==> config.mk <==
export PLATFORM = sky130hd
export DESIGN_NAME = fp_product_accumulator
export DESIGN_NICKNAME = d
export VERILOG_FILES = /design/src/rtl/fp_pkg.sv /design/src/rtl/fp_unpack.sv /design/src/rtl/fp_product_accumulator.sv
export SDC_FILE = /design/constraint.sdc
export NUM_CORES = 1
export LEC_CHECK = 0
export BUFFER_PORTS_ARGS = -buffer_cell sky130_fd_sc_hd__buf_2
export CAP_MARGIN = 20
export CORE_UTILIZATION = 68
export DETAILED_ROUTE_END_ITERATION = 8
export HOLD_SLACK_MARGIN = 0.05
export MAX_ROUTING_LAYER = met4
export PLACE_DENSITY = 0.88
export SYNTH_ARGS = -nofsm -noshare
export SYNTH_HDL_FRONTEND = slang
export SYNTH_SLANG_ARGS = --single-unit
==> constraint.sdc <==
create_clock -name clk -period 7.7 [get_ports clk]
set_input_delay 1.925 -clock clk [delete_from_list [all_inputs] [get_ports clk]]
set_output_delay 1.925 -clock clk [all_outputs]
set_load 0.03 [all_outputs]
==> src/rtl/fp_pkg.sv <==
// Shared single-precision definitions for the FP datapath stages.
// Number model: truncation, denormals flushed to zero, overflow saturates to infinity.
package fp_pkg;

  localparam int          FP_EXP_W    = 8;
  localparam int          FP_MANT_W   = 23;
  localparam int          FP_BIAS     = 127;
  localparam logic [7:0]  FP_EXP_INF  = 8'hFF;
  localparam logic [31:0] FP_POS_ZERO = 32'h0000_0000;

  typedef enum logic [2:0] {
    ST_IDLE,
    ST_ALIGN,
    ST_ADD,
    ST_NORM,
    ST_DONE
  } acc_state_e;

  typedef struct packed {
    logic                 sign;
    logic [FP_EXP_W-1:0]  exp;
    logic [FP_MANT_W:0]   mant24;
    logic                 is_zero;
  } fp_unpacked_t;

  function automatic logic [31:0] fp_inf(input logic sign);
    return {sign, FP_EXP_INF, {FP_MANT_W{1'b0}}};
  endfunction

endpackage

==> src/rtl/fp_unpack.sv <==
// Splits an IEEE-754 single word into sign/exponent/24-bit mantissa.
// exp==0 is treated as zero, so denormal inputs vanish here.
module fp_unpack
  import fp_pkg::*;
(
  input  logic [31:0]  word_i,
  output fp_unpacked_t op_o
);

  logic zero;

  always_comb begin
    zero           = (word_i[30:23] == '0);
    op_o.sign      = word_i[31];
    op_o.exp       = word_i[30:23];
    op_o.is_zero   = zero;
    op_o.mant24    = zero ? 24'h0 : {1'b1, word_i[22:0]};
  end

endmodule

==> src/rtl/fp_product_accumulator.sv <==
// Multi-cycle FP accumulator fed by the multiplier: align one bit per cycle,
// add, then normalise one bit per cycle into the 32-bit running sum.
module fp_product_accumulator
  import fp_pkg::*;
#(
  parameter int CNT_W     = 8,
  parameter int MAX_ALIGN = 25
) (
  input  logic             clk,
  input  logic             rst_n,
  input  logic             clear,
  input  logic             in_valid,
  output logic             in_ready,
  input  logic [31:0]      in_data,
  input  logic             in_ovf,
  output logic [31:0]      acc_out,
  output logic             acc_valid,
  output logic [CNT_W-1:0] term_cnt,
  output logic             acc_inf
);

  localparam logic [7:0] ALIGN_LIM = 8'(MAX_ALIGN);

  acc_state_e       state_q;
  logic [31:0]      in_q, acc_q;
  logic             ovf_q, inf_q, vld_q, first_q;
  logic [CNT_W-1:0] cnt_q;
  logic             bsign_q, ssign_q;
  logic [7:0]       bexp_q, sh_q;
  logic [25:0]      bm_q, sm_q;

  fp_unpacked_t acc_op, in_op;

  fp_unpack u_unpack_acc (.word_i(acc_q), .op_o(acc_op));
  fp_unpack u_unpack_in  (.word_i(in_q),  .op_o(in_op));

  // Operand ordering for the align step: "big" is the larger exponent.
  logic       in_big;
  logic [7:0] diff;

  always_comb begin
    in_big = (in_op.exp > acc_op.exp);
    diff   = in_big ? (in_op.exp - acc_op.exp) : (acc_op.exp - in_op.exp);
  end

  logic        same_sign, big_ge, add_sign;
  logic [25:0] add_m;

  always_comb begin
    same_sign = (bsign_q == ssign_q);
    big_ge    = (bm_q >= sm_q);
    if (same_sign)   add_m = bm_q + sm_q;
    else if (big_ge) add_m = bm_q - sm_q;
    else             add_m = sm_q - bm_q;
    add_sign  = (same_sign || big_ge) ? bsign_q : ssign_q;
  end

  // One normalisation step; nrm_ok means this step leaves the result in range.
  logic [25:0] nrm_m;
  logic [7:0]  nrm_e;
  logic        nrm_inf, nrm_flush, nrm_ok;

  always_comb begin
    nrm_m     = bm_q;
    nrm_e     = bexp_q;
    nrm_inf   = 1'b0;
    nrm_flush = 1'b0;
    if (bm_q[24]) begin
      nrm_m   = bm_q >> 1;
      nrm_e   = bexp_q + 8'd1;
      nrm_inf = (nrm_e == FP_EXP_INF);
    end else if (!bm_q[23]) begin
      nrm_m     = bm_q << 1;
      nrm_e     = bexp_q - 8'd1;
      nrm_flush = (nrm_e == 8'd0);
    end
    nrm_ok = (nrm_m[25:23] == 3'b001);
  end

  always_ff @(posedge clk or negedge rst_n) begin
    if (!rst_n) begin
      state_q <= ST_IDLE;
      in_q    <= '0;
      acc_q   <= FP_POS_ZERO;
      ovf_q   <= 1'b0;
      inf_q   <= 1'b0;
      vld_q   <= 1'b0;
      first_q <= 1'b0;
      cnt_q   <= '0;
      bsign_q <= 1'b0;
      ssign_q <= 1'b0;
      bexp_q  <= '0;
      sh_q    <= '0;
      bm_q    <= '0;
      sm_q    <= '0;
    end else if (clear) begin
      state_q <= ST_IDLE;
      acc_q   <= FP_POS_ZERO;
      vld_q   <= 1'b0;
      cnt_q   <= '0;
      inf_q   <= 1'b0;
    end else begin
      vld_q <= 1'b0;
      unique case (state_q)
        ST_IDLE: begin
          if (in_valid) begin
            in_q    <= in_data;
            ovf_q   <= in_ovf;
            first_q <= 1'b1;
            state_q <= ST_ALIGN;
          end
        end
        ST_ALIGN: begin
          if (first_q) begin
            first_q <= 1'b0;
            if (inf_q) begin
              state_q <= ST_DONE;
              vld_q   <= 1'b1;
            end else if (ovf_q || in_op.exp == FP_EXP_INF) begin
              acc_q   <= fp_inf(in_op.sign);
              inf_q   <= 1'b1;
              state_q <= ST_DONE;
              vld_q   <= 1'b1;
            end else if (in_op.is_zero) begin
              state_q <= ST_DONE;
              vld_q   <= 1'b1;
            end else if (acc_op.is_zero) begin
              acc_q   <= in_q;
              state_q <= ST_DONE;
              vld_q   <= 1'b1;
            end else if (diff >= ALIGN_LIM) begin
              acc_q   <= in_big ? in_q : acc_q;
              state_q <= ST_DONE;
              vld_q   <= 1'b1;
            end else begin
              // First shift happens here so ALIGN spans exactly max(1,d) cycles.
              bsign_q <= in_big ? in_op.sign : acc_op.sign;
              bexp_q  <= in_big ? in_op.exp  : acc_op.exp;
              bm_q    <= {2'b00, in_big ? in_op.mant24 : acc_op.mant24};
              ssign_q <= in_big ? acc_op.sign : in_op.sign;
              sm_q    <= {2'b00, in_big ? acc_op.mant24 : in_op.mant24} >> (diff != 8'd0);
              sh_q    <= diff;
              if (diff <= 8'd1) state_q <= ST_ADD;
            end
          end else begin
            sm_q <= sm_q >> 1;
            sh_q <= sh_q - 8'd1;
            if (sh_q == 8'd2) state_q <= ST_ADD;
          end
        end
        ST_ADD: begin
          if (add_m == '0) begin
            acc_q   <= FP_POS_ZERO;
            state_q <= ST_DONE;
            vld_q   <= 1'b1;
          end else begin
            bm_q    <= add_m;
            bsign_q <= add_sign;
            state_q <= ST_NORM;
          end
        end
        ST_NORM: begin
          if (nrm_inf) begin
            acc_q   <= fp_inf(bsign_q);
            inf_q   <= 1'b1;
            state_q <= ST_DONE;
            vld_q   <= 1'b1;
          end else if (nrm_flush) begin
            acc_q   <= FP_POS_ZERO;
            state_q <= ST_DONE;
            vld_q   <= 1'b1;
          end else if (nrm_ok) begin
            acc_q   <= {bsign_q, nrm_e, nrm_m[22:0]};
            state_q <= ST_DONE;
            vld_q   <= 1'b1;
          end else begin
            bm_q   <= nrm_m;
            bexp_q <= nrm_e;
          end
        end
        ST_DONE: begin
          cnt_q   <= (&cnt_q) ? cnt_q : cnt_q + CNT_W'(1);
          state_q <= ST_IDLE;
        end
        default: state_q <= ST_IDLE;
      endcase
    end
  end

  assign in_ready  = (state_q == ST_IDLE) && !clear;
  assign acc_out   = acc_q;
  assign acc_valid = vld_q;
  assign term_cnt  = cnt_q;
  assign acc_inf   = inf_q;

endmodule
# [Yosys cells after proc, flatten, opt, wreduce, memory -nomap -nowiden]
# Index checks and enable logic that the tools add are counted.
[classes] addsub=9 mul=0 div_mod_pow=0 magnitude_cmp=4 n_eq_ne=38 shifts=1 n_mux=110 bitwise=6 reduce_logical=29
[ops] operator="26-bit two-way mux" n=20
[ops] operator="32-bit two-way mux" n=12
[ops] operator="8-bit two-way mux" n=22
[ops] operator="24-bit two-way mux" n=4
[ops] operator="32-bit one-hot mux with 3 select lines" n=1
[ops] operator="26-bit one-hot mux with 3 select lines" n=1
[ops] operator="26-bit subtractor" n=2
[ops] operator="3-bit two-way mux" n=14
[ops] operator="2-bit inequality test (second input constant)" n=18
[ops] operator="1-bit two-way mux" n=30
[ops] operator="26-bit adder" n=1
[ops] operator="26-bit greater-or-equal comparator" n=1
[ops] operator="26-bit logical NOT" n=1
[ops] operator="24-bit by 1-bit >> shifter with 26-bit output" n=1
[ops] operator="8-bit logical NOT" n=3
[ops] operator="8-bit AND reduction" n=3
[ops] operator="8-bit by 1-bit adder with 8-bit output (second input constant)" n=2
[ops] operator="8-bit equality test (second input constant)" n=2
[ops] operator="8-bit one-hot mux with 2 select lines" n=1
[ops] operator="8-bit by 1-bit subtractor with 8-bit output (second input constant)" n=2
[ops] operator="8-bit subtractor" n=2
[ops] operator="3-bit inequality test (second input constant)" n=5
[ops] operator="3-bit one-hot mux with 4 select lines" n=1
[ops] operator="12-bit AND reduction" n=1
[ops] operator="29 further kinds" n=47
[word_totals] ff_bits=149 latch_bits=0 ram_bits=0 mem_bits_ro=0 out_inout_bits=43 wordCells=211 n_memories=0

# [Depth between registers and ports, before layout]
[logic_depth] ltp_word=12 depth_mapped=19 depth_no_buf=16

# [Cells and area by module]
# Synthesis repeated with hierarchy kept, for this count alone.
[unflattened] cells_unflattened=1759 hier_area_um2=14612.8
[by_module_without_submodules] module="fp_product_accumulator" n_inst=1 cells_per_inst=1677 area_per_inst_um2=13904.6
[by_module_without_submodules] module="fp_unpack" n_inst=2 cells_per_inst=41 area_per_inst_um2=354.1

# [Worst setup path before layout]
# OpenSTA, ideal clock, no wires.
[synth_path] path_type="in2out" start="input port clear" end="output port in_ready" arrival_time_ps=2650 t_required_ps=5775 slack_ps=3125 cell_stages=4 n_path_buf=1 path_cell_list="clkbuf_1 > nor2_1 > nand2_1 > inv_1"
[synth_between] elab_chain_len=2
[synth_lines] item="start: declaration" line_no="fp_product_accumulator.sv:11" rtl="input logic clear,"
[synth_lines] item="1-bit logical NOT" line_no="fp_product_accumulator.sv:190" rtl="assign in_ready = (state_q == ST_IDLE) && !clear;"
[synth_lines] item="1-bit logical AND" line_no="fp_product_accumulator.sv:190"
[synth_lines] item="end: declaration" line_no="fp_product_accumulator.sv:13" rtl="output logic in_ready,"
# Every way passes these cells.

# [Worst setup path after layout]
[layout_path] start="register bm_q[0]" end="register bm_q[3]"
[layout_between] elab_chain_len=6 word_cells_on_any_way=11
[layout_lines] item="start: declaration" line_no="fp_product_accumulator.sv:30" rtl="logic [25:0] bm_q, sm_q;"
[layout_lines] item="start signal: assignment" line_no="fp_product_accumulator.sv:139" rtl="bm_q <= {2'b00, in_big ? in_op.mant24 : acc_op.mant24};"
[layout_lines] item="start signal: assignment" line_no="fp_product_accumulator.sv:157" rtl="bm_q <= add_m;"
[layout_lines] item="start signal: assignment" line_no="fp_product_accumulator.sv:177" rtl="bm_q <= nrm_m;"
[layout_lines] item="26-bit subtractor (tied with other cells)" line_no="fp_product_accumulator.sv:54" rtl="else add_m = sm_q - bm_q;"
[layout_lines] item="26-bit two-way mux" line_no="fp_product_accumulator.sv:53" rtl="else if (big_ge) add_m = bm_q - sm_q;"
[layout_lines] item="26-bit two-way mux (*)" line_no="fp_product_accumulator.sv:52" rtl="if (same_sign) add_m = bm_q + sm_q;"
[layout_lines] item="26-bit logical NOT" line_no="fp_product_accumulator.sv:152" rtl="if (add_m == '0) begin"
[layout_lines] item="2-bit inequality test (no line)"
[layout_lines] item="12-bit AND reduction (no line)"
# Mark *: on every way between the ends. The rest lies on a longest branch, timed or not. The select of a mux whose other input is x is not followed.
# A chain may end at the register's enable or synchronous reset.

==> metrics <==
DP Cell Count 2,008; count leader, synth o21ai_0; CP Launch Type flip-flop; via/cell ratio roughly 7.5; total grt overflow 0; outcome complete, no violations; Synth top area share 26.3%; HP Class flip-flop to flip-flop; Worst-Skew Late Latency 0.45 ns; Sink Count 147; total track usage 49.2%; Non-Filler Instances a little over 2k; area grow syn2layout 7.45%; maximum root-to-sink buffer count 2; DR iter-0 viols ~2.3k; top cells by count, synth 163 x o21ai_0, 154 x nand2_1, 147 x dfrtp_1; layout cells sized above 1 between 10 and 15%; Distinct cells, synth 89; row count 52; dpl cell area 0.0144 mm²; fraction of registers with async set/reset 100%; Post-CTS Resized 0; routability cong. 1.03; CTS tree done; Post-Syn Nets 1,896; Max Cap Viol 0; Yosys reg bits 147; Initial Util 69.3%; setup_tns 0 ns; post-CTS setup buffer count 0; crit end category flip-flop; height of the die about 150 µm; max frequency ~150 MHz; Ys Warns 0; root buffer cell clkbuf_16; CTS clk-pin slew, worst paths roughly 0.07 ns; pin count of the biggest net entering global routing 83; Worst Setup Path Type flip-flop to flip-flop; ANT cells 0; design area 0.0150 mm²; Boundary Pins 80; Hold Buf Count CTS 0; Final Hold Viols 0; Die X 145 µm; first-pass GRT wire length 79.6 mm; critical path arrival 6.78 ns; DRC 0; final slew viol count 0; DRT Wirelength 51.3 mm; CP Max Fanout 25; ys flop type dfrtp_1; initial antenna violation count 0; worst endpoint required time approximately 8 ns; mapped cell area 0.0140 mm²; final setup fails 0; IO Port Bufs 79; vias in the first global route ~15k; total CTS buffers 17; Layout Nets 1,896; Tcrit/Tclk final 83.9%; hpwl dp 35.7 mm; core area just over 0.02 mm²; DIE AREA ~0.021 mm²; sequential fraction of the synthesis area 26.3%; largest cells by area after synthesis dfrtp_1 26%, ha_1 8.4%, o21ai_0 5.8%, mux2i_1 4.9%, a21oi_1 4.8%; Final Skew 0.0190 ns; H-tree depth 4; Max-slew headroom 23.8%; Mapped Avg Cell Area 7.94 µm²; area leader, netlist dfrtp_1; Vias 15.3k; Slew @ Worst Pin 1.14 ns; TritonRoute pass-1 iters 9; Tmin final approximately 6.5 ns; Routed Antenna Nets 0; RSZ-0062 raised after global routing false; WL per Instance 25.1 µm; Syn Inst Count between 1.5k and 2k; Post-synth EDFFs 0
==> cell usage in the layout, fill, tap and decap left out, types with 8 or more instances in the layout <==
master	Yosys	layout
buf_4	5	22
nor3_1	45	45
nand4_1	26	26
a21oi_1	134	134
a31oi_1	45	45
o21ai_0	163	163
nor4_1	18	18
mux2i_1	68	68
clkbuf_16	0	17
and3_1	31	31
nor2_1	118	116
a221oi_1	14	14
ha_1	94	94
mux2_2	36	36
or3_1	12	12
o2bb2ai_1	15	15
or2_2	10	10
a211oi_1	30	30
dfrtp_1	147	146
o21bai_1	9	9
nand3_1	48	48
nand2b_1	18	17
a22o_1	13	13
o211ai_1	15	15
nand2_1	154	154
xnor2_1	27	26
o21a_1	12	12
a2bb2oi_1	12	12
o31ai_1	16	16
and2_1	10	10
xor2_1	13	12
inv_1	109	109
a22oi_1	12	12
buf_2	16	78
o311ai_0	8	8
a21o_1	22	22
a2bb2oi_2	9	9
==> worst max-delay path: stages (launching register included) <==
cell	delay (ns)
dfrtp_1	0.44
inv_1	0.08
ha_1	0.15
inv_1	0.05
fa_1	0.42
a21o_1	0.22
a221o_1	0.46
a32o_1	0.32
o21a_1	0.38
nor2_2	0.75
o2111ai_1	0.29
a31o_2	0.32
a2111oi_0	0.84
and4_1	0.37
and4_1	0.21
buf_4	0.31
a21oi_4	0.31
mux2_1	0.40
==> path summary, 6_finish.rpt <==
path	start	to	slack, ns	cells past startpoint
min in group asynchronous	rst_n	sm_q[19]$_DFFE_PN0P_	1.44	1
max in group asynchronous	rst_n	acc_out[7]$_DFFE_PN0P_	5.03	3
worst max-delay path	bm_q[0]$_DFFE_PN0P_	bm_q[3]$_DFFE_PN0P_	1.24	17
worst min register to register	acc_out[14]$_DFFE_PN0P_	acc_out[14]$_DFFE_PN0P_	0.55	1
worst min-delay path	acc_out[14]$_DFFE_PN0P_	acc_out[14]$_DFFE_PN0P_	0.55	1
worst max register to register	bm_q[0]$_DFFE_PN0P_	bm_q[3]$_DFFE_PN0P_	1.24	17
==> cell families after synthesis <==
| logic type | Yosys count | share of synthesized area (%) |
|---|---|---|
| simple gates | 527 | 18.4 |
| compound gates | 604 | 28.6 |
| flops | 147 | 26.3 |
| fa+ha+maj | 99 | 9.13 |
| mux | 111 | 8.33 |
| buf+inv | 232 | 6.78 |
| xor+xnor | 40 | 2.51 |
==> registers in the layout, indices dropped and copies added, names as in the netlist, 3 cells and up <==
name / flops
acc_out: 32
in_q: 32
bm_q: 26
sm_q: 24
bexp_q: 8
sh_q: 8
term_cnt: 8
state_q: 3
==> metal layers <==
layer,global-route usage (%),up-vias,wire length (µm)
met5,-,-,0
met4,29.2,0,3690
met3,11.1,384,6900
met2,73.8,1385,22200
met1,60.9,7024,18500
li1,-,6468,-
==> final cells by class <==
class                           instances  area (µm²)
Clock buffer                           18         429
Timing Repair Buffer                  104         619
Multi-Input combinational cell       1381        9380
Clock inverter                         14         164
Tap cell                              270         338
Inverter                              109         409
Sequential cell                       147        3680
Fill cell                            1517        5150
==> metrics by stage <==
| stage | worst slack [ns] | hold slack (ns) | util [%] |
|---|---|---|---|
| floorplan | 3.13 | 0.486 | - |
| global placement | 1.68 | 0.496 | 71.2 |
| detailed placement | 1.55 | 0.509 | 71.3 |
| CTS | 1.51 | 0.526 | 74.2 |
| global route | 1.27 | 0.547 | 74.5 |
| finish | 1.24 | 0.545 | 74.5 |
Power is not shown: default switching activity piles up to over one toggle a cycle in this logic, so the estimate is an artifact.
